`src/rtl/uart_tx.sv`:
```
// UART transmitter: 8N1 frame, LSB first, idle-high line, valid/ready byte intake.
// Define UART_TX_PARITY_EN to insert a parity bit (sense set by PARITY_ODD) after bit 7.
module uart_tx #(
  parameter int CLKS_PER_BIT = 434,
  parameter int PARITY_ODD   = 0
) (
  input  logic       clk,
  input  logic       rst,
  input  logic [7:0] data_to_send,
  input  logic       valid,
  output logic       ready,
  output logic       tx,
  output logic       busy
);

  localparam int CW = $clog2(CLKS_PER_BIT);
  localparam logic [CW-1:0] LAST_COUNT = CW'(CLKS_PER_BIT - 1);

  typedef enum logic [2:0] {
    S_IDLE,
    S_START,
    S_DATA,
    S_STOP
`ifdef UART_TX_PARITY_EN
    , S_PARITY
`endif
  } state_t;

  state_t        r_state;
  logic [CW-1:0] r_count;
  logic [2:0]    r_bit_index;
  logic [7:0]    r_data;
  logic          r_tx;

  state_t        w_state_next;
  logic [CW-1:0] w_count_next;
  logic [2:0]    w_bit_index_next;
  logic [7:0]    w_data_next;
  logic          w_tx_next;
  logic          w_bit_end;

`ifdef UART_TX_PARITY_EN
  logic w_parity;
  assign w_parity = (PARITY_ODD != 0) ? ~^r_data : ^r_data;
`else
  logic w_unused_parity_odd;
  assign w_unused_parity_odd = (PARITY_ODD != 0);
`endif

  assign w_bit_end = (r_count == LAST_COUNT);

  // tx is computed one cycle ahead so the pin comes straight from a flop.
  always_comb begin
    w_state_next     = r_state;
    w_count_next     = w_bit_end ? '0 : r_count + 1'b1;
    w_bit_index_next = r_bit_index;
    w_data_next      = r_data;
    w_tx_next        = r_tx;
    case (r_state)
      S_IDLE: begin
        w_count_next = '0;
        w_tx_next    = 1'b1;
        if (valid) begin
          w_state_next = S_START;
          w_data_next  = data_to_send;
          w_tx_next    = 1'b0;
        end
      end
      S_START: begin
        if (w_bit_end) begin
          w_state_next     = S_DATA;
          w_bit_index_next = 3'd0;
          w_tx_next        = r_data[0];
        end
      end
      S_DATA: begin
        if (w_bit_end) begin
          w_bit_index_next = r_bit_index + 3'd1;
          if (r_bit_index == 3'd7) begin
`ifdef UART_TX_PARITY_EN
            w_state_next = S_PARITY;
            w_tx_next    = w_parity;
`else
            w_state_next = S_STOP;
            w_tx_next    = 1'b1;
`endif
          end else begin
            w_tx_next = r_data[w_bit_index_next];
          end
        end
      end
`ifdef UART_TX_PARITY_EN
      S_PARITY: begin
        if (w_bit_end) begin
          w_state_next = S_STOP;
          w_tx_next    = 1'b1;
        end
      end
`endif
      S_STOP: begin
        if (w_bit_end) begin
          w_state_next = S_IDLE;
          w_tx_next    = 1'b1;
        end
      end
      default: begin
        w_state_next = S_IDLE;
        w_count_next = '0;
        w_tx_next    = 1'b1;
      end
    endcase
  end

  always_ff @(posedge clk) begin
    if (rst) begin
      r_state     <= S_IDLE;
      r_count     <= '0;
      r_bit_index <= 3'd0;
      r_data      <= 8'h00;
      r_tx        <= 1'b1;
    end else begin
      r_state     <= w_state_next;
      r_count     <= w_count_next;
      r_bit_index <= w_bit_index_next;
      r_data      <= w_data_next;
      r_tx        <= w_tx_next;
    end
  end

  assign ready = (r_state == S_IDLE);
  assign busy  = ~ready;
  assign tx    = r_tx;

endmodule
```
`config.mk`:
```
export PLATFORM = sky130hd
export DESIGN_NAME = uart_tx
export DESIGN_NICKNAME = d
export VERILOG_FILES = /design/src/rtl/uart_tx.sv
export SDC_FILE = /design/constraint.sdc
export NUM_CORES = 1
export LEC_CHECK = 0
export ABC_AREA = 1
export CAP_MARGIN = 20
export CORE_ASPECT_RATIO = 0.8
export CORE_MARGIN = 3
export CORE_UTILIZATION = 35
export CTS_BUF_LIST = sky130_fd_sc_hd__clkbuf_8 sky130_fd_sc_hd__clkbuf_16
export CTS_CLUSTER_DIAMETER = 30
export DETAILED_ROUTE_END_ITERATION = 10
export PLACE_DENSITY = 0.51
export SLEW_MARGIN = 20
export SYNTH_ARGS = -nofsm -noshare
export SYNTH_HDL_FRONTEND = slang
export SYNTH_SLANG_ARGS = --single-unit
```
`constraint.sdc`:
```
create_clock -name clk -period 2.4 [get_ports clk]
set_input_delay 0.48 -clock clk [delete_from_list [all_inputs] [get_ports clk]]
set_output_delay 0.48 -clock clk [all_outputs]
set_load 0.1 [all_outputs]
```
[After elaboration in Yosys (flattened, before gate mapping)]
Index checks and enable logic that the tools add are counted.
Word-level totals
  bits in registers: 24
  latch bits: 0
  bits in writable memories: 0
  memory bits (read-only): 0
  bits of input ports: 11
  output and inout bits: 3
  memories kept: 0
Cells by class
  add/sub/neg operators: 2
  multipliers: 0
  div/mod/pow operators: 0
  $lt $le $gt $ge: 1
  equality and inequality tests: 10
  shift-type cells: 0
  muxes and demuxes: 16
  bitwise logic cells: 2
  reduce and logical (&&, ||, !) cells: 8
Operators with widths (count)
  $mux 3: 6
  $pmux 3 s4: 1
  $ne 2x2->1 const B: 5
  $add 9x1->9 const B: 1
  $eq 9x9->1 const B: 1
  $eq 3x2->1 const B: 2
  $mux 1: 6
  $pmux 3 s2: 1
  $reduce_and 3->1: 2
  $reduce_or 3->1: 2
  $reduce_and 5->1: 1
  $lt 3x4->1 const B: 1
  $pmux 1 s4: 1
  $add 3x1->3 const B: 1
  $bmux 1 s3: 1
  $eq 3x1->1 const B: 1
  $eq 3x3->1 const B: 1
  $logic_not 3->1: 1
  $not 1->1: 2
  $reduce_and 2->1: 1
  $reduce_bool 2->1: 1

[Logic depth before layout (Yosys ltp)]
Gate-level depths: netlist of run 1.
  word-level depth: 6
  depth in mapped cells: 9
  gate-level depth less buffers: 9

[Least setup slack after synthesis of run 1]
OpenSTA, ideal clock, no wires.
  path type: register to register
  start point: reg r_state[0]
  end point: reg r_state[1]
  arrival time: 2.593 ns
  data required time: 2.334 ns
  path slack: -0.259 ns
  cell stages (with the launch flop): 9
  buffers on the path: 0
  cell sequence: dfxtp_1 > inv_1 > ha_1 > inv_1 > o22ai_1 > inv_1 > nand2_2 > nand2_1 > a21oi_2
On the way
  cells in the longest elaborated chain, start to end: 3
  elaborated cells between the ends (all ways): 11
  those cells by class: eq/ne: 8; mux: 1; reduce/logical: 2
Ends and longest elaborated chain
  start, declared: RTL line 29  | state_t r_state;
  start signal, assigned: RTL line 122  | r_state <= w_state_next;
  $logic_not 3->1 (*)
  net ready: RTL line 11  | output logic ready,
  $ne 2x2->1 (no line)
  $reduce_and 5->1 (no line)
The timed path passes the listed nets; every way through them passes the cells marked *.
A chain may end at the register's enable or synchronous reset.

[Worst setup path after layout of run 1]
  start point: reg r_state[0]
  end point: out busy
On the way
  cells in the longest elaborated chain, start to end: 2
Ends and longest elaborated chain
  $logic_not 3->1: RTL line 130  | assign ready = (r_state == S_IDLE);
  $not 1->1: RTL line 131  | assign busy = ~ready;
  end, declared: RTL line 13  | output logic busy
Every way passes these cells.

==> results.json, run 1 <==
{
  "power.density_nw_per_um2": 1008,
  "grt_pass1_vias": 935,
  "timing.final.crit_period_ns": 1.831,
  "p_clk_frac": 0.168,
  "hold-worst-slack_ns": 0.4709,
  "setup.reg_to_reg.worst_slack_ns": 0.83,
  "final-hold-violation-count": 0,
  "min-delay-path-class": "flip-flop to flip-flop",
  "max-clock-path-buffers": 2,
  "detail_route.iter0.violations": 19,
  "synth.top_cells.by_area": "dfxtp_1 39%, ha_1 11%, nand2_1 8.2%, nor2_1 7.6%, inv_1 4.8%",
  "worst_clock_skew_ns": 0.003249,
  "synth_simple_gate_area_share": 0.3178,
  "vdd_drop_max_v": 0.0008040,
  "met3WireLength_um": 106,
  "max_freq_ghz": 0.5461,
  "track_usage": 0.1156,
  "final.setup.tns_ns": 0,
  "syn_to_final_growth_pct": 19.43,
  "tightest_slew_ns": 0.2808,
  "tritoncts": "yes",
  "avgSynthCellArea_um2": 7.847,
  "dp_worst_setup_slack_ns": 0.7398,
  "setup_ws_ns": 0.5689,
  "tritoncts_num_sinks": 23,
  "wl_mm": 2.173,
  "yosysSeqAreaShare": 0.3886,
  "critical_path_buf_inv_count": 3,
  "fin_util": 0.4488,
  "clock_insertion_delay_worst_skew_ns": 0.26,
  "cpLargestDelayFamily": "buffers and inverters",
  "postPlaceCellArea_um2": 1369,
  "drv.max_cap_violation_count": 0,
  "maxSlewHeadroom": 0.8126,
  "post_cts_repair_timing_setup_buffer_count": 0,
  "synth-seq-cells": 23,
  "post_cts_hold_buffer_count": 0,
  "synth-compound-area-share": 0.1267,
  "status": "finished clean",
  "netlist_instances": 151,
  "start_util": 0.3758,
  "die_height_um": 58.04,
  "synthMuxAreaShare": 0,
  "cellInternalPower_mw": 0.7828,
  "synth_fa_ha_area_frac": 0.1056,
  "cts_resized": 0,
  "path_class": "flip-flop to output pin",
  "count_of_flip_flops_with_a_built_in_enable_after_synthesis": 0,
  "m1WireLength_mm": 1.093,
  "arrival_worst_endpoint_ns": 1.35,
  "worst_setup_ep_type": "output pin",
  "cts_max_level": 1,
  "antenna_found_initial": 0,
  "crit_path_max_cell_delay_ns": 0.39,
  "drcViolationCount": 0,
  "netlist.area_leader.share": 0.3886,
  "post-place-cells": 203,
  "highest_layer": "met4",
  "synth_xor_area_frac": 0.007392,
  "synth_top_family_by_area": "simple AND/OR/NAND/NOR gates",
  "clock_tree.root_cell": "clkbuf_8",
  "final-max-slew-violation-count": 0,
  "finalWeightedCongestion": 0.8036,
  "seq_power_share": 0.347,
  "num_io_pins": 14,
  "total_power_mw": 1.426,
  "synth_async_sr_flop_share": 0,
  "post_drt_wl_per_cell_um": 10.50,
  "synth_largest_area_cell": "dfxtp_1",
  "power.leakage_nw": 0.5872,
  "dieArea_um2": 4124,
  "cp_common_cell": "inv_1",
  "p_switching_mw": 0.6435,
  "detailed_place_hpwl_mm": 1.713,
  "path_clk_slew_ns": 0.08,
  "netlist_top_cells_count": "26 x nand2_1, 24 x nor2_1, 23 x dfxtp_1, 15 x inv_1, 10 x ha_1",
  "grt_overflow": 0,
  "swShare": 0.4512,
  "grt_start_max_net_pins": 14,
  "num_vias": 967,
  "crit_path_max_fanout": 4,
  "buffer_ports.inserted": 13,
  "cts_buffers": 3,
  "core_region_area_um2": 3153,
  "critical-path-slowest-cell": "dfxtp_1",
  "start_kind": "flip-flop",
  "met2RoutedLength_um": 959,
  "syn_nets": 172,
  "finish.cell_count_without_fillers": 207,
  "via_per_inst": 4.671,
  "required_arrival_time_at_the_worst_endpoint_ns": 1.92,
  "yosys.cell_count.top_type": "nand2_1",
  "first_pass_grt_wire_length_mm": 3.850,
  "timing.final.crit_share": 0.7630,
  "nets": 189,
  "synth.lib_cells_used.distinct": 30,
  "antenna_cells": 0,
  "syn_area_um2": 1185,
  "filler_cell_count": 313,
  "combPwrFrac": 0.485,
  "antenna_left": 0,
  "yosys_warnings": 0,
  "detail_route.first_pass.iterations": 4,
  "unrepaired_setup_endpoints_after_global_routing": "no",
  "synthFlopType": "dfxtp_1",
  "die_width_um": 71.05,
  "design_area_um2": 1415,
  "setup_viol_count_final": 0,
  "num_rows": 18,
  "drive_gt1_frac": 0.1377,
  "path_cells": "inv_1 > ha_2 > inv_1 > buf_12"
}
[power groups by stage]
stage | sequential, mW | clock (mW) | combinational, mW
floorplan | 0.545 | 0 | 0.493
global placement | 0.503 | 0 | 0.690
detailed placement | 0.503 | 0 | 0.697
CTS | 0.496 | 0.252 | 0.699
global route | 0.504 | 0.265 | 0.753
finish | 0.496 | 0.239 | 0.692
[tightest hold or removal path: stages (launching register included)]
cell and delay (ns):
dfxtp_1 0.32, nand2_1 0.06, a21oi_1 0.05
[layout by cell type (no fill, tap or decap), types with 2 or more instances in the layout]
| cell type | n |
|---|---|
| nand2_1 | 26 |
| nor2_1 | 24 |
| dfxtp_1 | 23 |
| inv_1 | 15 |
| clkdlybuf4s50_1 | 10 |
| ha_1 | 9 |
| nand3_1 | 8 |
| o21ai_0 | 8 |
| a21oi_1 | 5 |
| nor2_2 | 3 |
| clkbuf_8 | 3 |
| nand2_2 | 2 |
| nand2_4 | 2 |
| a31oi_1 | 2 |
| nand4_1 | 2 |
| or2_0 | 2 |
| o21ai_1 | 2 |
| o21a_1 | 2 |
| a21oi_2 | 2 |
| buf_4 | 2 |
[sequential cells by signal, summed over array words and instances (netlist names)]
signal and flops:
r_bit_index 3, r_count 9, r_data 8, r_state 2
tx 1
[worst paths after layout]
kind | cells after the start | from | end
worst max register to register | 7 | r_state[0] | r_state[0]
worst min register to register | 2 | r_bit_index[2] | r_bit_index[2]
worst max-delay path | 4 | r_state[0] | busy
worst min-delay path | 2 | r_bit_index[2] | r_bit_index[2]
[area by class of cell]
cell class	count	area, um2	share of cell area
Multi-Input combinational cell	111	663.1	0.4686
Sequential cell	23	460.4	0.3254
Clock inverter	1	5.005	0.003537
Timing Repair Buffer	13	135.1	0.09549
Inverter	16	60.06	0.04244
Clock buffer	3	41.29	0.02918
Tap cell	40	50.05	0.03537
[cell families (layout without fill, tap and decap cells)]
group | Yosys count | count (layout)
AOI/OAI and AO/OA | 24 | 24
xor gates and xnor gates | 1 | 1
adders and majority gates | 10 | 10
buffers and inverters | 17 | 33
DFF | 23 | 23
and+or+nand+nor | 76 | 76
[layer usage]
metal / global-route usage / vias to the layer above
met3: 0.04333 / 2
met1: 0.1407 / 422
met2: 0.1968 / 24
met5: 0 / -
met4: 0.02413 / 0
li1: - / 519
No activity file was read; power rests on OpenSTA's default activity.
==> inputs of run 2 (changes only) <==
- clock period: 2.4 -> 1.9 ns (I/O delays scaled with it)
==> results.json, run 2 (synthesized netlist as in run 1, its figures left out) <==
{
  "status": "finished clean",
  "antenna_left": 0,
  "final-hold-violation-count": 0,
  "top_register": "r_count",
  "detailed_place_hpwl_mm": 1.736,
  "grt_overflow": 0,
  "clock_tree.root_cell": "clkbuf_8",
  "dp_worst_setup_slack_ns": 0.3288,
  "grt_pass1_vias": 905,
  "path_clk_slew_ns": 0.08,
  "postPlaceCellArea_um2": 1398,
  "post_cts_repair_timing_setup_buffer_count": 0,
  "power.leakage_nw": 0.5881,
  "setup_viol_count_final": 0,
  "final-max-slew-violation-count": 0,
  "arrival_worst_endpoint_ns": 1.22,
  "die_width_um": 71.05,
  "num_rows": 18,
  "detail_route.iter0.violations": 24,
  "path_class": "flip-flop to output pin",
  "cts_resized": 0,
  "required_arrival_time_at_the_worst_endpoint_ns": 1.52,
  "clock_insertion_delay_worst_skew_ns": 0.27,
  "first_pass_grt_wire_length_mm": 3.884,
  "timing.final.crit_share": 0.8428,
  "nets": 189,
  "grt_start_max_net_pins": 14,
  "max_freq_ghz": 0.6245,
  "max-clock-path-buffers": 2,
  "antenna_found_initial": 0,
  "post_cts_hold_buffer_count": 0,
  "tightest_slew_ns": 0.2921,
  "detail_route.first_pass.iterations": 4,
  "vdd_drop_max_v": 0.001205,
  "antenna_cells": 0,
  "crit_path_max_fanout": 5,
  "setup_ws_ns": 0.2986,
  "cts_buffers": 3,
  "start_kind": "flip-flop",
  "flip_flop_count_of_the_largest_register_all_copies_and_words_added": 9,
  "top_regs": "r_count (9), r_data (8), r_bit_index (3)",
  "start_util": 0.3758,
  "track_usage": 0.1166,
  "wl_mm": 2.218,
  "min-delay-path-class": "flip-flop to flip-flop",
  "worst_clock_skew_ns": 0.003195,
  "total_power_mw": 1.905,
  "cts_max_level": 1,
  "most-common-layout-cells": "26 x nand2_1, 24 x nor2_1, 21 x dfxtp_1",
  "tritoncts_num_sinks": 23,
  "tritoncts": "yes",
  "syn_to_final_growth_pct": 21.86,
  "crit_path_start": "r_state[1]",
  "maxSlewHeadroom": 0.8050,
  "core_region_area_um2": 3153,
  "post_drt_wl_per_cell_um": 10.71,
  "die_height_um": 58.04,
  "drive_gt1_frac": 0.1677,
  "worst_setup_ep_type": "output pin",
  "via_per_inst": 4.705,
  "buffer_ports.inserted": 13,
  "drcViolationCount": 0,
  "power.density_nw_per_um2": 1319,
  "hold_path_startpoint": "r_count[0]",
  "rr_startpoint": "r_state[0]",
  "timing.final.crit_period_ns": 1.601,
  "dieArea_um2": 4124,
  "most_common_cell_after_layout_fill_and_taps_aside": "nand2_1",
  "unrepaired_setup_endpoints_after_global_routing": "no",
  "num_vias": 974,
  "num_io_pins": 14,
  "drv.max_cap_violation_count": 0,
  "finalWeightedCongestion": 0.7641,
  "design_area_um2": 1444
}
[run 2: power by group]
group | switching [mW] | total (mW) | leakage [nW] | internal (mW)
clock | 0.164 | 0.311 | 0.0255 | 0.147
sequential | 0.0644 | 0.633 | 0.189 | 0.569
combinational | 0.620 | 0.961 | 0.374 | 0.340
total | 0.849 | 1.90 | 0.588 | 1.06
[run 2: cell type report]
class	instances	area (um2)
fillers	327	1709
multi-input cells	111	673.1
flip-flops and latches	23	462.9
repair buffers	13	147.6
inverters	16	63.81
well taps	40	50.05
clock buffers	3	41.29
clock inverters	1	5.005
[run 2: worst paths after layout]
path	depth (start not counted)	to	slack (ns)
hold reg to reg	1	r_count[0]	0.47
setup / recovery	4	busy	0.30
setup reg to reg	7	r_state[0]	0.41
hold / removal	1	r_count[0]	0.47
[run 2: routing by layer]
layer | global-route usage | up-vias | share of wire
met5 | 0 | - | 0
met3 | 0.04506 | 2 | 0.043
met1 | 0.1475 | 433 | 0.51
li1 | - | 524 | -
met2 | 0.1902 | 15 | 0.44
met4 | 0.02413 | 0 | 0.0045
[run 2: critical path, cell delays in order (launching register included)]
cell and delay (ns):
dfxtp_2 0.36, inv_2 0.10, ha_4 0.18, clkinvlp_4 0.13
buf_12 0.18
[run 2: metrics by stage]
stage               setup TNS, ns  hold slack (ns)  std cells  utilization
global route                    0           0.4944        207       0.4579
CTS                             0           0.4762        207       0.4579
global placement                0           0.4503        203       0.4433
finish                          0           0.4699        207       0.4579
floorplan                -0.03874           0.4334        151            -
detailed placement              0           0.4569        203       0.4433
==> inputs of run 3 (changes only) <==
- clock period: 1.9 -> 1.7 ns (I/O delays scaled with it)
==> results.json, run 3 (synthesized netlist as in run 1, its figures left out) <==
{
  "dieArea_um2": 4124,
  "detailed_place_hpwl_mm": 1.761,
  "final-max-slew-violation-count": 0,
  "worst_setup_ep_type": "output pin",
  "detail_route.first_pass.iterations": 4,
  "buffer_ports.inserted": 13,
  "tightest_slew_ns": 0.2838,
  "maxSlewHeadroom": 0.8106,
  "area.sequential_um2": 462.9,
  "finish.cell_count_without_fillers": 208,
  "num_io_pins": 14,
  "post-place-cells": 204,
  "post_drt_wl_per_cell_um": 11.00,
  "nets": 190,
  "clock_insertion_delay_worst_skew_ns": 0.26,
  "multi_input_area_um2": 673.1,
  "start_kind": "flip-flop",
  "num_vias": 954,
  "die_width_um": 71.05,
  "required_arrival_time_at_the_worst_endpoint_ns": 1.36,
  "design_area_um2": 1464,
  "fin_util": 0.4643,
  "unrepaired_setup_endpoints_after_global_routing": "no",
  "cts_max_level": 1,
  "flip_flop_count_of_the_largest_register_all_copies_and_words_added": 9,
  "detail_route.iter0.violations": 13,
  "top_regs": "r_count (9), r_data (8), r_bit_index (3)",
  "tritoncts_num_sinks": 23,
  "start_util": 0.3758,
  "path_cells": "inv_2 > ha_4 > clkinvlp_4 > buf_12",
  "post_cts_hold_buffer_count": 0,
  "max_freq_ghz": 0.6357,
  "antenna_cells": 0,
  "grt_pass1_vias": 952,
  "max-clock-path-buffers": 2,
  "first_pass_grt_wire_length_mm": 4.071,
  "filler_cell_count": 312,
  "timing.final.crit_period_ns": 1.573,
  "antenna_left": 0,
  "crit_path_max_fanout": 4,
  "final-hold-violation-count": 0,
  "top_register": "r_count",
  "drive_gt1_frac": 0.1726,
  "clock_tree.root_cell": "clkbuf_8",
  "core_region_area_um2": 3153,
  "most-common-layout-cells": "26 x nand2_1, 24 x nor2_1, 21 x dfxtp_1",
  "drv.max_cap_violation_count": 0,
  "timing.final.crit_share": 0.9254,
  "drcViolationCount": 0,
  "most_common_cell_after_layout_fill_and_taps_aside": "nand2_1",
  "critical-path-slowest-cell": "dfxtp_2",
  "vdd_drop_max_v": 0.001450,
  "tritoncts": "yes",
  "power.density_nw_per_um2": 1472,
  "path_class": "flip-flop to output pin",
  "grt_overflow": 0,
  "final.setup.tns_ns": 0,
  "worst_clock_skew_ns": 0.001978,
  "via_per_inst": 4.587,
  "postPlaceCellArea_um2": 1418,
  "crit_path_max_cell_delay_ns": 0.35,
  "die_height_um": 58.04,
  "grt_start_max_net_pins": 14,
  "antenna_found_initial": 0,
  "post_cts_repair_timing_setup_buffer_count": 0,
  "path_clk_slew_ns": 0.08,
  "track_usage": 0.1243,
  "setup_viol_count_final": 0,
  "cts_buffers": 3,
  "cts_resized": 0,
  "wl_mm": 2.288,
  "status": "finished clean",
  "finalWeightedCongestion": 0.6865,
  "syn_to_final_growth_pct": 23.55,
  "setup_ws_ns": 0.1269,
  "num_rows": 18,
  "min-delay-path-class": "flip-flop to flip-flop",
  "power.leakage_nw": 0.5990,
  "dp_worst_setup_slack_ns": 0.1802,
  "arrival_worst_endpoint_ns": 1.23
}
-- run 3: metrics by stage --
| step | hold WS, ns | total power [mW] |
|---|---|---|
| 5_1_grt | 0.4976 | 2.298 |
| 2_1_floorplan | 0.3951 | 1.521 |
| 3_3_place_gp | 0.4535 | 1.828 |
| 3_5_place_dp | 0.4540 | 1.834 |
| 6_report | 0.4733 | 2.154 |
| 4_1_cts | 0.4779 | 2.179 |
-- run 3: critical path, delay by kind of cell, from the launching register on --
family | cells | cell delay, ns
flops | 1 | 0.35
buf+inv | 3 | 0.44
fa+ha+maj | 1 | 0.18
-- run 3: path summary, 6_finish.rpt --
path | endpoint | slack [ns] | start | depth (start not counted)
worst max-delay path | busy | 0.13 | r_state[0] | 4
worst min-delay path | r_count[0] | 0.47 | r_count[0] | 1
worst max register to register | r_state[0] | 0.17 | r_state[0] | 7
worst min register to register | r_count[0] | 0.47 | r_count[0] | 1
-- run 3: per-layer routing --
metal / up-vias / global-route usage / wire length [um]
met5: - / 0 / 0
met4: 0 / 0.02413 / 17
li1: 524 / - / -
met2: 14 / 0.1915 / 950
met3: 2 / 0.04159 / 84
met1: 414 / 0.1711 / 1237
-- run 3: layout make-up --
type / instances / share of cell area
clock inverter: 1 / 0.003419
clock buffer: 3 / 0.02821
multi-input combinational: 111 / 0.4598
tap: 40 / 0.03419
inverter: 16 / 0.04359
sequential: 23 / 0.3162
timing repair buffer: 14 / 0.1145
-- run 3: power by group --
part	leakage, nW	total, mW	internal (mW)	switching, mW
Sequential	0.189	0.715	0.636	0.0794
Clock	0.0255	0.335	0.163	0.171
Combinational	0.385	1.10	0.404	0.701
Total	0.599	2.15	1.20	0.951
